**src/rtl/nco_timekeeper.sv**
```systemverilog
// nco_timekeeper
//   Time-of-day counter driven by a numerically controlled tick.
//   An up-counter (cnt) produces a one-cycle tick every max(num,1)
//   clocks while in RUN. Each tick advances the sec/min/hour cascade.
//   A four-state mode FSM lets the user set each field with push-button
//   pulses that are already debounced upstream.
//
//   state    | meaning
//   ---------+-----------------------------------------------
//   RUN      | NCO counts, ticks advance the time cascade
//   SET_HOUR | NCO held at 0, inc_btn bumps hour mod HOUR_MOD
//   SET_MIN  | NCO held at 0, inc_btn bumps min mod 60
//   SET_SEC  | NCO held at 0, inc_btn bumps sec mod 60
//
// Ports
//   clk, rst_n       system clock, async active-low reset
//   num              divide ratio (0 and 1 both mean a tick every cycle)
//   clr              synchronous clear of time and NCO (state kept)
//   mode_btn         advances RUN->SET_HOUR->SET_MIN->SET_SEC->RUN
//   inc_btn          increments the selected field in SET states
//   sec, min, hour   current time
//   state            current mode (0..3 as in the table above)
//   tick             high when the counters show a tick-produced value
//   day_wrap         high when the time has just wrapped to 0:00:00
module nco_timekeeper #(
  parameter int NUM_W    = 32,
  parameter int HOUR_MOD = 24
) (
  input  logic             clk,
  input  logic             rst_n,
  input  logic [NUM_W-1:0] num,
  input  logic             clr,
  input  logic             mode_btn,
  input  logic             inc_btn,
  output logic [5:0]       sec,
  output logic [5:0]       min,
  output logic [4:0]       hour,
  output logic [1:0]       state,
  output logic             tick,
  output logic             day_wrap
);

  typedef enum logic [1:0] {
    RUN      = 2'd0,
    SET_HOUR = 2'd1,
    SET_MIN  = 2'd2,
    SET_SEC  = 2'd3
  } state_e;

  localparam logic [4:0]       HOUR_LAST = 5'(HOUR_MOD - 1);
  localparam logic [NUM_W-1:0] ONE       = NUM_W'(1);

  state_e           state_q, state_d;
  logic [NUM_W-1:0] cnt_q, cnt_d;
  logic [5:0]       sec_q, sec_d;
  logic [5:0]       min_q, min_d;
  logic [4:0]       hour_q, hour_d;
  logic             tick_q, tick_d;
  logic             day_wrap_q, day_wrap_d;

  logic [NUM_W-1:0] num_m1;
  logic             tick_edge;
  logic             sec_last, min_last, hour_last;
  logic [5:0]       sec_inc, min_inc;
  logic [4:0]       hour_inc;

  // num=0 is folded onto num=1 so the terminal count never underflows.
  // Using >= also makes a freshly lowered num take effect on the next edge.
  assign num_m1    = (num == '0) ? '0 : num - ONE;
  assign tick_edge = (state_q == RUN) && (cnt_q >= num_m1);

  assign sec_last  = (sec_q == 6'd59);
  assign min_last  = (min_q == 6'd59);
  assign hour_last = (hour_q == HOUR_LAST);
  assign sec_inc   = sec_last  ? 6'd0 : sec_q + 6'd1;
  assign min_inc   = min_last  ? 6'd0 : min_q + 6'd1;
  assign hour_inc  = hour_last ? 5'd0 : hour_q + 5'd1;

  always_comb begin
    state_d    = state_q;
    cnt_d      = cnt_q;
    sec_d      = sec_q;
    min_d      = min_q;
    hour_d     = hour_q;
    tick_d     = 1'b0;
    day_wrap_d = 1'b0;

    if (clr) begin
      cnt_d  = '0;
      sec_d  = '0;
      min_d  = '0;
      hour_d = '0;
    end else if (mode_btn) begin
      // Any mode change leaves the NCO at 0: leaving RUN clears it, and
      // the SET states already hold it there.
      cnt_d = '0;
      unique case (state_q)
        RUN:      state_d = SET_HOUR;
        SET_HOUR: state_d = SET_MIN;
        SET_MIN:  state_d = SET_SEC;
        SET_SEC:  state_d = RUN;
        default:  state_d = RUN;
      endcase
    end else if (state_q == RUN) begin
      if (tick_edge) begin
        cnt_d  = '0;
        tick_d = 1'b1;
        sec_d  = sec_inc;
        if (sec_last) begin
          min_d = min_inc;
          if (min_last) begin
            hour_d     = hour_inc;
            day_wrap_d = hour_last;
          end
        end
      end else begin
        cnt_d = cnt_q + ONE;
      end
    end else begin
      cnt_d = '0;
      if (inc_btn) begin
        unique case (state_q)
          SET_HOUR: hour_d = hour_inc;
          SET_MIN:  min_d  = min_inc;
          SET_SEC:  sec_d  = sec_inc;
          default:  ;
        endcase
      end
    end
  end

  always_ff @(posedge clk or negedge rst_n) begin
    if (!rst_n) begin
      state_q    <= RUN;
      cnt_q      <= '0;
      sec_q      <= '0;
      min_q      <= '0;
      hour_q     <= '0;
      tick_q     <= 1'b0;
      day_wrap_q <= 1'b0;
    end else begin
      state_q    <= state_d;
      cnt_q      <= cnt_d;
      sec_q      <= sec_d;
      min_q      <= min_d;
      hour_q     <= hour_d;
      tick_q     <= tick_d;
      day_wrap_q <= day_wrap_d;
    end
  end

  assign sec      = sec_q;
  assign min      = min_q;
  assign hour     = hour_q;
  assign state    = state_q;
  assign tick     = tick_q;
  assign day_wrap = day_wrap_q;

endmodule

```
**config.mk**
```make
export PLATFORM = sky130hd
export DESIGN_NAME = nco_timekeeper
export DESIGN_NICKNAME = d
export VERILOG_FILES = /design/src/rtl/nco_timekeeper.sv
export SDC_FILE = /design/constraint.sdc
export NUM_CORES = 1
export LEC_CHECK = 0
export ABC_AREA = 1
export BUFFER_PORTS_ARGS = -buffer_cell sky130_fd_sc_hd__buf_4
export CAP_MARGIN = 10
export CORE_MARGIN = 1
export CORE_UTILIZATION = 33
export DETAILED_ROUTE_END_ITERATION = 10
export PLACE_DENSITY = 0.51
export SETUP_SLACK_MARGIN = 0.05
export SLEW_MARGIN = 25
export SYNTH_ARGS = -nofsm -noshare
export SYNTH_HDL_FRONTEND = slang
export SYNTH_SLANG_ARGS = --single-unit
```
**constraint.sdc**
```tcl
create_clock -name clk -period 4.8 [get_ports clk]
set_clock_uncertainty 0.1 [all_clocks]
set_input_delay 0.96 -clock clk [delete_from_list [all_inputs] [get_ports clk]]
set_output_delay 0.96 -clock clk [all_outputs]
set_load 0.05 [all_outputs]
```
==> results.json <==
{
  "outcome": "completed",
  "final.setup.tns_ps": 0,
  "slew_violations": 0,
  "worstHoldPathType": "flip-flop to flip-flop",
  "dieArea_sq_um": 15200,
  "clockBufferDepth": 2,
  "grt-ovfl-total": 0,
  "postSynthAreaPerCell_sq_um": 6.79,
  "fin_util_pct": 40.0,
  "cp-end-kind": "flip-flop",
  "die_h_um": 123,
  "routabilityCongestion": 0.886,
  "io_pins": 58,
  "antenna_found_initial": 0,
  "whs_path_depth": 1,
  "swShare_pct": 38.9,
  "hold_violations": 0,
  "via_per_inst": 4.91,
  "first_pass_iters": 4,
  "dpl_cell_area_sq_um": 5470,
  "start_kind": "input port",
  "postCtsSetupBuffers": 0,
  "critPathKind": "input port to flip-flop",
  "grt_pass1_wl_um": 21600,
  "syn_inst": 715,
  "sequentialPowerShare_pct": 36.4,
  "layout_setup_ws_ps": 522,
  "cap_violations": 0,
  "nets": 850,
  "min_period_over_period_pct": 89.1,
  "yosysMostFrequentCell": "nand2_1",
  "ant_nets": 0,
  "yosys.cell_types.count": 37,
  "cts_sinks": 53,
  "p_int_mw": 0.907,
  "post-place-ws_ps": 224,
  "cp.required_ps": 4910,
  "clock_latency_ps": 290,
  "start_util_pct": 34.5,
  "p_leak_nw": 2.73,
  "vdd_drop_max_v": 0.000218,
  "power_frac_comb_pct": 35.2,
  "vias": 4670,
  "hold_path_startpoint": "cnt_q[0]",
  "max_freq_mhz": 234,
  "period_needed_ps": 4280,
  "synth_edf_count": 0,
  "critPathArrivalTime_ps": 4390,
  "finalSetupViolations": 0,
  "gr-usage-all-layers_pct": 18.1,
  "core-area_sq_um": 14100,
  "clkPwrFrac_pct": 28.4,
  "rows": 43,
  "final_area_sq_um": 5640,
  "grt_max_degree": 54,
  "synth_area_sq_um": 4860,
  "dpl.hpwl_um": 10500,
  "ys_seq_elements": 53,
  "antenna_cells": 0,
  "cts_resized": 0,
  "cts_buffers": 5,
  "crit_start": "num[0]",
  "rsz0062_at_grt": "no",
  "holdBufCountCts": 0,
  "slew_headroom_pct": 52.3,
  "drt_iter0_drc": 252,
  "syn-num-nets": 794,
  "cts_tree": "yes",
  "drcViolationCount": 0,
  "htree_levels": 2,
  "yosys-top-cells-count": "nand2_1 (172), nor2_1 (121), inv_1 (79)",
  "drive_gt1_share_pct": 14.9,
  "fillCellCount": 1514,
  "synth.area.top_cells": "dfrtp_1 (27%), nand2_1 (13%), ha_1 (11%)",
  "routed_wl_um": 13000,
  "clockRootBuffer": "clkbuf_16",
  "synth-main-ff-cell": "dfrtp_1",
  "power_density_nw_per_um2": 263,
  "die_width_um": 123,
  "r2r_cells": 9,
  "yosysSeqAreaShare_pct": 27.3,
  "r2r-start": "cnt_q[23]",
  "port_buffers": 57,
  "yosysTopAreaCell": "dfrtp_1",
  "worstPathMaxFanout": 16,
  "power_switching_mw": 0.577,
  "wl_per_cell_um": 13.6,
  "grt_pass1_vias": 4652,
  "synth-async-reset-ratio_pct": 100,
  "tightestPinTransition_ps": 715,
  "synth.yosys.warnings": 0,
  "syn2layout_area_growth_pct": 16.0,
  "synth_top_cell_area_share_pct": 27.3,
  "clk_pin_slew_worst_paths_ps": 60
}
state kept, by name, summed over array words and instances (netlist names):
register,count
cnt_q,32
day_wrap,1
hour,5
min,6
sec,6
state,2
tick,1
power by group through the flow:
stage | Combinational, mW | Clock, mW | Sequential, mW
after global placement | 0.517 | 0 | 0.548
after detailed placement | 0.526 | 0 | 0.549
after global routing | 0.575 | 0.457 | 0.548
final | 0.522 | 0.421 | 0.540
after floorplan | 0.236 | 0 | 0.664
after CTS | 0.529 | 0.436 | 0.541
worst max-delay path: stages:
cell and delay (ps):
buf_4 140, inv_1 120, ha_1 250, inv_1 60
nor4_1 290, nand4_2 430, a21boi_0 260, o21ai_0 130
ha_1 290, nand2_1 90, o21a_1 130, nand2_1 60
a21oi_2 280, nand3_2 310, nand2_1 400, nand2_1 100
o21ai_1 90
layer usage:
layer | routed length, um | track usage [%] | vias up
met3 | 473 | 2.08 | 27
met4 | 379 | 7.23 | 0
met5 | 0 | 0 | -
met1 | 6180 | 23.1 | 2093
met2 | 5960 | 31.1 | 113
li1 | - | - | 2437
final timing paths:
kind / end / slack, ps
max: sec[0] / 520
min in group asynchronous: cnt_q[3] / 620
max reg2reg: sec[0] / 2310
max in group asynchronous: sec[0] / 3510
min reg2reg: cnt_q[0] / 410
min: cnt_q[0] / 410
final cells by class:
| type | count | area, sq um | share of cell area [%] |
|---|---|---|---|
| Clock buffer | 7 | 143 | 2.53 |
| Clock inverter | 1 | 30.0 | 0.533 |
| Inverter | 83 | 312 | 5.53 |
| Multi-Input combinational cell | 571 | 3170 | 56.3 |
| Sequential cell | 53 | 1330 | 23.5 |
| Tap cell | 180 | 225 | 3.99 |
| Timing Repair Buffer | 57 | 428 | 7.59 |
metrics by stage:
| step | hold slack (ps) | power, mW | instances |
|---|---|---|---|
| 3_3_place_gp | 381 | 1.07 | 944 |
| 6_report | 405 | 1.48 | 952 |
| 4_1_cts | 406 | 1.51 | 952 |
| 5_1_grt | 421 | 1.58 | 952 |
| 2_1_floorplan | 354 | 0.901 | 715 |
| 3_5_place_dp | 391 | 1.07 | 944 |
logic make-up (layout without fill, tap and decap cells):
group                    count (synthesis)  after routing  synth area share (%)
adder cells (fa/ha/maj)                 42             42                  10.8
XOR/XNOR                                31             31                  5.59
buffers and inverters                   91            148                  7.37
flip-flops                              53             53                  27.3
AND/OR/NAND/NOR                        443            443                  42.4
AO/OA/AOI/OAI                           55             55                  6.54
placed cells by master, fill, tap and decap left out, types with 2 or more instances in the layout:
| cell | synthesis | final |
|---|---|---|
| nor3_2 | 4 | 4 |
| inv_1 | 79 | 79 |
| o22ai_1 | 3 | 3 |
| ha_1 | 42 | 42 |
| nand2_1 | 172 | 172 |
| or2_2 | 9 | 9 |
| a21oi_2 | 2 | 2 |
| nor2_4 | 7 | 7 |
| a21o_1 | 3 | 3 |
| o21bai_1 | 2 | 2 |
| a21oi_1 | 16 | 16 |
| nand3_2 | 4 | 4 |
| o211ai_1 | 2 | 2 |
| nand3_1 | 44 | 44 |
| o21ai_1 | 9 | 9 |
| dfrtp_1 | 53 | 53 |
| nor4_1 | 14 | 14 |
| inv_2 | 4 | 4 |
| xor2_1 | 19 | 19 |
| nand3b_1 | 7 | 7 |
| o21a_1 | 2 | 2 |
| nor3_1 | 13 | 13 |
| buf_4 | 0 | 57 |
| o21ai_0 | 13 | 13 |
| clkbuf_16 | 0 | 5 |
| nor2_2 | 10 | 10 |
| nor2_1 | 121 | 121 |
| nand2_2 | 7 | 7 |
| nand4_1 | 26 | 26 |
| nand4_2 | 2 | 2 |
| xnor2_1 | 12 | 12 |
Note: power is estimated with default switching activity, not from simulation.
